File: src/rtl/uart_arb_pkg.sv
// Shared types and defaults for the UART transmit arbiter.
// Latency: n/a (types, constants and a pure helper only).
// Backpressure: n/a.
package uart_arb_pkg;

    typedef enum logic [1:0] {
        ST_IDLE = 2'd0,
        ST_SEND = 2'd1,
        ST_WAIT = 2'd2
    } arb_state_t;

    localparam int DEF_CLIENTS   = 4;
    localparam int DEF_MAX_BURST = 16;

    // Increment modulo n, used to move the round-robin pointer past the last owner.
    function automatic int wrap_inc(input int v, input int n);
        return (v + 1 >= n) ? 0 : v + 1;
    endfunction

endpackage

File: src/rtl/uart_tx_arbiter_picker.sv
// Round-robin picker: first requester found scanning upward from ptr, wrapping.
// Latency: purely combinational.
// Backpressure: none; the caller decides when a pick is consumed.
module RoundRobinPicker #(
    parameter int CLIENTS = 4,
    parameter int IDX_W   = $clog2(CLIENTS)
) (
    input  logic [CLIENTS-1:0] req,
    input  logic [IDX_W-1:0]   ptr,
    output logic [CLIENTS-1:0] winner,
    output logic [IDX_W-1:0]   index,
    output logic               any
);

    int               cand;
    logic [IDX_W-1:0] cand_idx;

    always_comb begin
        winner   = '0;
        index    = '0;
        any      = 1'b0;
        cand     = 0;
        cand_idx = '0;
        for (int i = 0; i < CLIENTS; i++) begin
            cand     = (int'(ptr) + i) % CLIENTS;
            cand_idx = IDX_W'(cand);
            if (!any && req[cand_idx]) begin
                any              = 1'b1;
                winner[cand_idx] = 1'b1;
                index            = cand_idx;
            end
        end
    end

endmodule

File: src/rtl/uart_tx_arbiter.sv
// Round-robin arbiter granting one client at a time access to a single UART transmitter.
// Latency: grant 1 cycle after request in IDLE; start/ack 1 cycle after owner valid with UART idle.
// Backpressure: holds the owner in SEND while UartBusy_i is high; waits for UartDone_i per byte.
module uart_tx_arbiter
    import uart_arb_pkg::*;
#(
    parameter int CLIENTS   = DEF_CLIENTS,
    parameter int MAX_BURST = DEF_MAX_BURST
) (
    input  logic                 Clock,
    input  logic                 Reset,
    input  logic [CLIENTS-1:0]   Req_i,
    input  logic [CLIENTS-1:0]   Valid_i,
    input  logic [CLIENTS-1:0]   Last_i,
    input  logic [8*CLIENTS-1:0] Data_i,
    output logic [CLIENTS-1:0]   Grant_o,
    output logic [CLIENTS-1:0]   Ack_o,
    output logic                 UartStart_o,
    output logic [7:0]           UartData_o,
    input  logic                 UartBusy_i,
    input  logic                 UartDone_i,
    output logic                 Busy_o
);

    localparam int IDX_W = $clog2(CLIENTS);
    localparam int CNT_W = $clog2(MAX_BURST + 1);

    arb_state_t         state_q, state_nxt;
    logic [IDX_W-1:0]   ptr_q, ptr_nxt;
    logic [IDX_W-1:0]   owner_q, owner_nxt;
    logic [CNT_W-1:0]   cnt_q, cnt_nxt;
    logic               last_q, last_nxt;
    logic [CLIENTS-1:0] grant_q, grant_nxt;
    logic [CLIENTS-1:0] ack_q, ack_nxt;
    logic               start_q, start_nxt;
    logic [7:0]         data_q, data_nxt;
    logic               busy_q, busy_nxt;
    logic               release_now;

    logic [CLIENTS-1:0] pick_oh;
    logic [IDX_W-1:0]   pick_idx;
    logic               pick_any;

    logic [7:0] client_byte [CLIENTS];

    for (genvar k = 0; k < CLIENTS; k++) begin : g_bytes
        assign client_byte[k] = Data_i[8*k +: 8];
    end

    RoundRobinPicker #(
        .CLIENTS (CLIENTS),
        .IDX_W   (IDX_W)
    ) u_picker (
        .req    (Req_i),
        .ptr    (ptr_q),
        .winner (pick_oh),
        .index  (pick_idx),
        .any    (pick_any)
    );

    always_comb begin
        state_nxt   = state_q;
        ptr_nxt     = ptr_q;
        owner_nxt   = owner_q;
        cnt_nxt     = cnt_q;
        last_nxt    = last_q;
        grant_nxt   = grant_q;
        ack_nxt     = '0;
        start_nxt   = 1'b0;
        data_nxt    = data_q;
        release_now = 1'b0;

        case (state_q)
            ST_IDLE: begin
                if (pick_any) begin
                    state_nxt = ST_SEND;
                    grant_nxt = pick_oh;
                    owner_nxt = pick_idx;
                end
            end
            ST_SEND: begin
                // A presented byte wins over a dropped request.
                if (Valid_i[owner_q] && !UartBusy_i) begin
                    state_nxt         = ST_WAIT;
                    data_nxt          = client_byte[owner_q];
                    last_nxt          = Last_i[owner_q];
                    cnt_nxt           = cnt_q + CNT_W'(1);
                    start_nxt         = 1'b1;
                    ack_nxt[owner_q]  = 1'b1;
                end else if (!Req_i[owner_q]) begin
                    release_now = 1'b1;
                end
            end
            ST_WAIT: begin
                if (UartDone_i) begin
                    if (last_q || cnt_q == CNT_W'(MAX_BURST)) begin
                        release_now = 1'b1;
                    end else begin
                        state_nxt = ST_SEND;
                    end
                end
            end
            default: begin
                state_nxt = ST_IDLE;
                grant_nxt = '0;
            end
        endcase

        if (release_now) begin
            state_nxt = ST_IDLE;
            grant_nxt = '0;
            cnt_nxt   = '0;
            ptr_nxt   = IDX_W'(wrap_inc(int'(owner_q), CLIENTS));
        end

        busy_nxt = (state_nxt != ST_IDLE);
    end

    always_ff @(posedge Clock) begin
        if (Reset) begin
            state_q <= ST_IDLE;
            ptr_q   <= '0;
            owner_q <= '0;
            cnt_q   <= '0;
            last_q  <= 1'b0;
            grant_q <= '0;
            ack_q   <= '0;
            start_q <= 1'b0;
            data_q  <= 8'h00;
            busy_q  <= 1'b0;
        end else begin
            state_q <= state_nxt;
            ptr_q   <= ptr_nxt;
            owner_q <= owner_nxt;
            cnt_q   <= cnt_nxt;
            last_q  <= last_nxt;
            grant_q <= grant_nxt;
            ack_q   <= ack_nxt;
            start_q <= start_nxt;
            data_q  <= data_nxt;
            busy_q  <= busy_nxt;
        end
    end

    assign Grant_o     = grant_q;
    assign Ack_o       = ack_q;
    assign UartStart_o = start_q;
    assign UartData_o  = data_q;
    assign Busy_o      = busy_q;

endmodule

File: config.mk
export PLATFORM = sky130hd
export DESIGN_NAME = uart_tx_arbiter
export DESIGN_NICKNAME = d
export VERILOG_FILES = /design/src/rtl/uart_arb_pkg.sv /design/src/rtl/uart_tx_arbiter_picker.sv /design/src/rtl/uart_tx_arbiter.sv
export SDC_FILE = /design/constraint.sdc
export NUM_CORES = 1
export LEC_CHECK = 0
export ABC_CLOCK_PERIOD_IN_PS = 2420
export CORE_MARGIN = 3
export CORE_UTILIZATION = 44
export CTS_BUF_LIST = sky130_fd_sc_hd__clkbuf_8
export DETAILED_ROUTE_END_ITERATION = 8
export PLACE_DENSITY = 0.79
export SLEW_MARGIN = 20
export SYNTH_ARGS = -nofsm -noshare
export SYNTH_HDL_FRONTEND = slang
export SYNTH_SLANG_ARGS = --single-unit
File: constraint.sdc
create_clock -name Clock -period 2.42 [get_ports Clock]
set_input_delay 0.605 -clock Clock [delete_from_list [all_inputs] [get_ports Clock]]
set_output_delay 0.605 -clock Clock [all_outputs]
set_load 0.02 [all_outputs]
==> key figures, run 1 <==
Detailed routing
  – Vias: 1960
  – Wire length per cell: 16.4 µm
  – Number of detailed-route iterations in the first pass: 5
  – Drt total wl: 5880 µm
  – Routed Antenna Nets: 0
  – Initial DRC count: 89
  – # DRC: 0
  – Vias per std cell: 5.47

Clock network
  – Clock-pin slew on the worst setup and hold paths: 60 ps
  – CTS tree: yes
  – CTS max path bufs: 2
  – Root buffer cell: clkbuf_8
  – Post-CTS Hold Fix Bufs: 0
  – Num Clock Sinks: 30
  – Skew-Pair Late Insertion Delay: 280 ps
  – CTS buffer count: 5
  – H-Tree Depth: 2
  – # resized after CTS: 0
  – Post-CTS Setup Repair Bufs: 0

Pwr
  – Sw Ratio: 0.326
  – Pint: 1.28 mW
  – Sequential Power Share: 0.310
  – VDD IR max: 0.326 mV
  – Combinational Power Share: 0.416
  – Switching power: 0.616 mW
  – Leakage: 1.21 nW
  – PwrDens: 619 nW/µm²
  – Clock Power Share: 0.274

Logic synthesis
  – Leading area contributor after synthesis: dfxtp_1
  – Syn Area/Cell: 9.57 µm²
  – Post-Synthesis Cells: 221
  – Area contributors post-synth: dfxtp_1 28%, mux4_2 14%, ha_1 11%
  – Yosys cell types: 47
  – Synth Register Bits: 30
  – Top_reg_cell synth: dfxtp_1
  – Post-Syn Area: 2120 µm²
  – Post-synth EDFFs: 0
  – Ys async rst share: 0
  – Sequential share of the synthesized area: 0.284
  – Top cell type's share of synthesized area: 0.284
  – Mapped Nets: 287
  – YS warnings: 0

Timing
  – Final period utilization: 0.946
  – Worst Tran Pin Value: 500 ps
  – Setup-failing EPs final: 0
  – Max-Slew Margin vs Limit: 0.666
  – Fmax: 0.437 GHz
  – Fin. max-slew vios: 0
  – Max Clock Skew: 4.97 ps
  – Tightest hold margin: 453 ps
  – Fin crit period: 2290 ps
  – RSZ-0062 raised after global routing: false
  – TNS Setup: 0 ps
  – Fin. Hold Viols: 0

Critical path
  – Worst r2r src: ptr_q[1]$_SDFFE_PP0P_
  – Reg2reg end: Grant_o[1]$_SDFFE_PP0P_
  – Critical Path Slowest Stage Cell: clkdlybuf4s50_1
  – Critical Path RT: 2590 ps
  – Worst setup path endpoint: Grant_o[3]$_SDFFE_PP0P_
  – Reg2reg path depth: 7
  – Critical-path maximum fanout: 8
  – Startpoint types: input port
  – R2R Setup Slk: 280 ps
  – Crit path cell chain: clkdlybuf4s50_1 > buf_4 > o41ai_4 > nor4b_4 > a22oi_1 > nor2_1 > a221o_1
  – Slowest Stage Delay on Critical Path: 550 ps
  – WS Path Type: input port to register
  – Worst EP arrival: 2460 ps
  – CP Launch Point: Req_i[1]
  – Setup crit end kind: register

Layout
  – Nets: 372
  – Layout Utilization: 0.679
  – Reg area: 602 µm²
  – Layout fillers: 357
  – Most common library cell in the layout ignoring fill and taps: clkdlybuf4s50_1
  – Finished Cell Area: 3060 µm²
  – N_diodes: 0
  – Area delta synth->final: 44.5%
  – Layout cell share with drive strength beyond 1: 0.186
  – Commonest non-fill, non-tap cells in the layout: 65 x clkdlybuf4s50_1, 29 x dfxtp_1, 29 x nand2_1, 26 x buf_4, 21 x nor2_1
  – Area taken by multi-input logic gates: 1380 µm²

Floorplan
  – Full die area: 5680 µm²
  – Ports: 66
  – Num rows: 24
  – Initial Util: 0.470
  – Core Region: 4500 µm²
  – Die Span Y: 75.3 µm
  – Die X: 75.3 µm

Run status
  – Status: finished, final reports clean

Placed design
  – HPWL after detailed placement: 4710 µm
  – Port Buffer Count: 65
  – Routability congestion estimate: 0.826
  – Placed cell area: 2950 µm²

Global routing
  – Total GRT Usage: 0.211
  – First-pass GRT wire length: 9050 µm
  – Antenna violations before repair: 0
  – GRT overflow: 0
  – Largest net degree at the start of global routing: 19
  – Number of global-route vias before repair: 1851

Min path
  – Worst min-delay path class: register to register

Run
  – Max-Cap Viols: 0
stage by stage:
step                total power [mW]  setup slack, ps  cells
finish                          1.89              130    358
global route                    1.98             35.8    358
CTS                             1.89              143    358
detailed placement              1.38             -143    351
global placement                1.36            -81.8    351
floorplan                       1.09             45.4    221
sequential cells by signal (all words and copies together), names as in the netlist:
name and count:
last_q 1, ptr_q 2, UartData_o 8, state_q 2, Grant_o 4, Ack_o 4, owner_q 2, UartStart_o 1
cnt_q 5, Busy_o 1
worst min path at each step:
stage,start,slack (ps),to,depth (start not counted)
after floorplan,last_q$_SDFFE_PP0P_,450,last_q$_SDFFE_PP0P_,2
after detailed placement,UartData_o[6]$_SDFFE_PP0P_,450,UartData_o[6]$_SDFFE_PP0P_,2
final,UartData_o[6]$_SDFFE_PP0P_,450,UartData_o[6]$_SDFFE_PP0P_,2
after CTS,UartData_o[6]$_SDFFE_PP0P_,460,UartData_o[6]$_SDFFE_PP0P_,2
after global routing,UartData_o[6]$_SDFFE_PP0P_,480,UartData_o[6]$_SDFFE_PP0P_,2
after global placement,UartData_o[1]$_SDFFE_PP0P_,440,UartData_o[1]$_SDFFE_PP0P_,2
worst max-delay path, delay by kind of cell:
| kind | cells | cell delay [ps] |
|---|---|---|
| simple gates | 2 | 180 |
| compound gates | 3 | 910 |
| buf+inv | 2 | 770 |
Yosys cell counts, types with 2 or more instances:
master and instances:
a21o_1 4, a21oi_1 14, a221o_1 4, a22oi_1 4, a32o_1 2, and2_1 5
and3_1 3, buf_2 3, buf_4 4, buf_6 2, clkbuf_1 3, dfxtp_1 30
ha_1 18, inv_1 12, mux2i_1 5, mux4_2 13, nand2_1 29, nand2b_1 3
nand3_1 5, nor2_1 21, nor3_1 3, o21ai_0 3, o22ai_1 2, o31ai_1 2
o32ai_1 2, or2_1 2, xor2_1 3
final cells by class:
class,instances,share of cell area
Sequential cell,30,0.197
Clock buffer,6,0.0270
Inverter,13,0.0160
Timing Repair Buffer,91,0.277
Tap cell,52,0.0213
Clock inverter,1,0.00982
Multi-Input combinational cell,165,0.453
cell families (layout without fill, tap and decap cells):
logic type	after synthesis	in the layout	share of synthesized area
fa+ha+maj	18	18	0.106
simple gates	77	77	0.181
xor+xnor	4	4	0.0166
mux	20	20	0.180
buf+inv	26	111	0.0621
compound gates	46	46	0.170
flops	30	30	0.284
power groups by stage:
stage / logic [mW] / registers (mW) / clock network (mW)
after floorplan: 0.458 / 0.632 / 0
after global placement: 0.762 / 0.595 / 0
after detailed placement: 0.780 / 0.598 / 0
after CTS: 0.787 / 0.586 / 0.520
after global routing: 0.850 / 0.593 / 0.536
final: 0.787 / 0.586 / 0.518
routing by layer:
layer,vias up,GRT usage,share of wire
li1,971,-,-
met1,925,0.283,0.42
met2,53,0.351,0.52
met3,11,0.0383,0.034
met4,0,0.0563,0.020
met5,-,0,0
(Power assumes the default switching activity.)
==> inputs of run 2 (changes only) <==
--- a/config.mk
+++ b/config.mk
@@ -11,7 +11,6 @@
 export CTS_BUF_LIST = sky130_fd_sc_hd__clkbuf_8
 export DETAILED_ROUTE_END_ITERATION = 8
 export PLACE_DENSITY = 0.79
-export SLEW_MARGIN = 20
 export SYNTH_ARGS = -nofsm -noshare
 export SYNTH_HDL_FRONTEND = slang
 export SYNTH_SLANG_ARGS = --single-unit
==> constraint.sdc (replaced) <==
create_clock -name Clock -period 2.42 [get_ports Clock]
set_input_delay 0.605 -clock Clock [delete_from_list [all_inputs] [get_ports Clock]]
set_output_delay 0.605 -clock Clock [all_outputs]
set_load 0.01 [all_outputs]
==> results of run 2 <==
The final DEF is identical to that of run 1. Status: finished, final reports clean.
Among the figures that moved: total power 1.89 mW -> 1.87 mW; worst IR drop on VDD 0.326 mV -> 0.321 mV
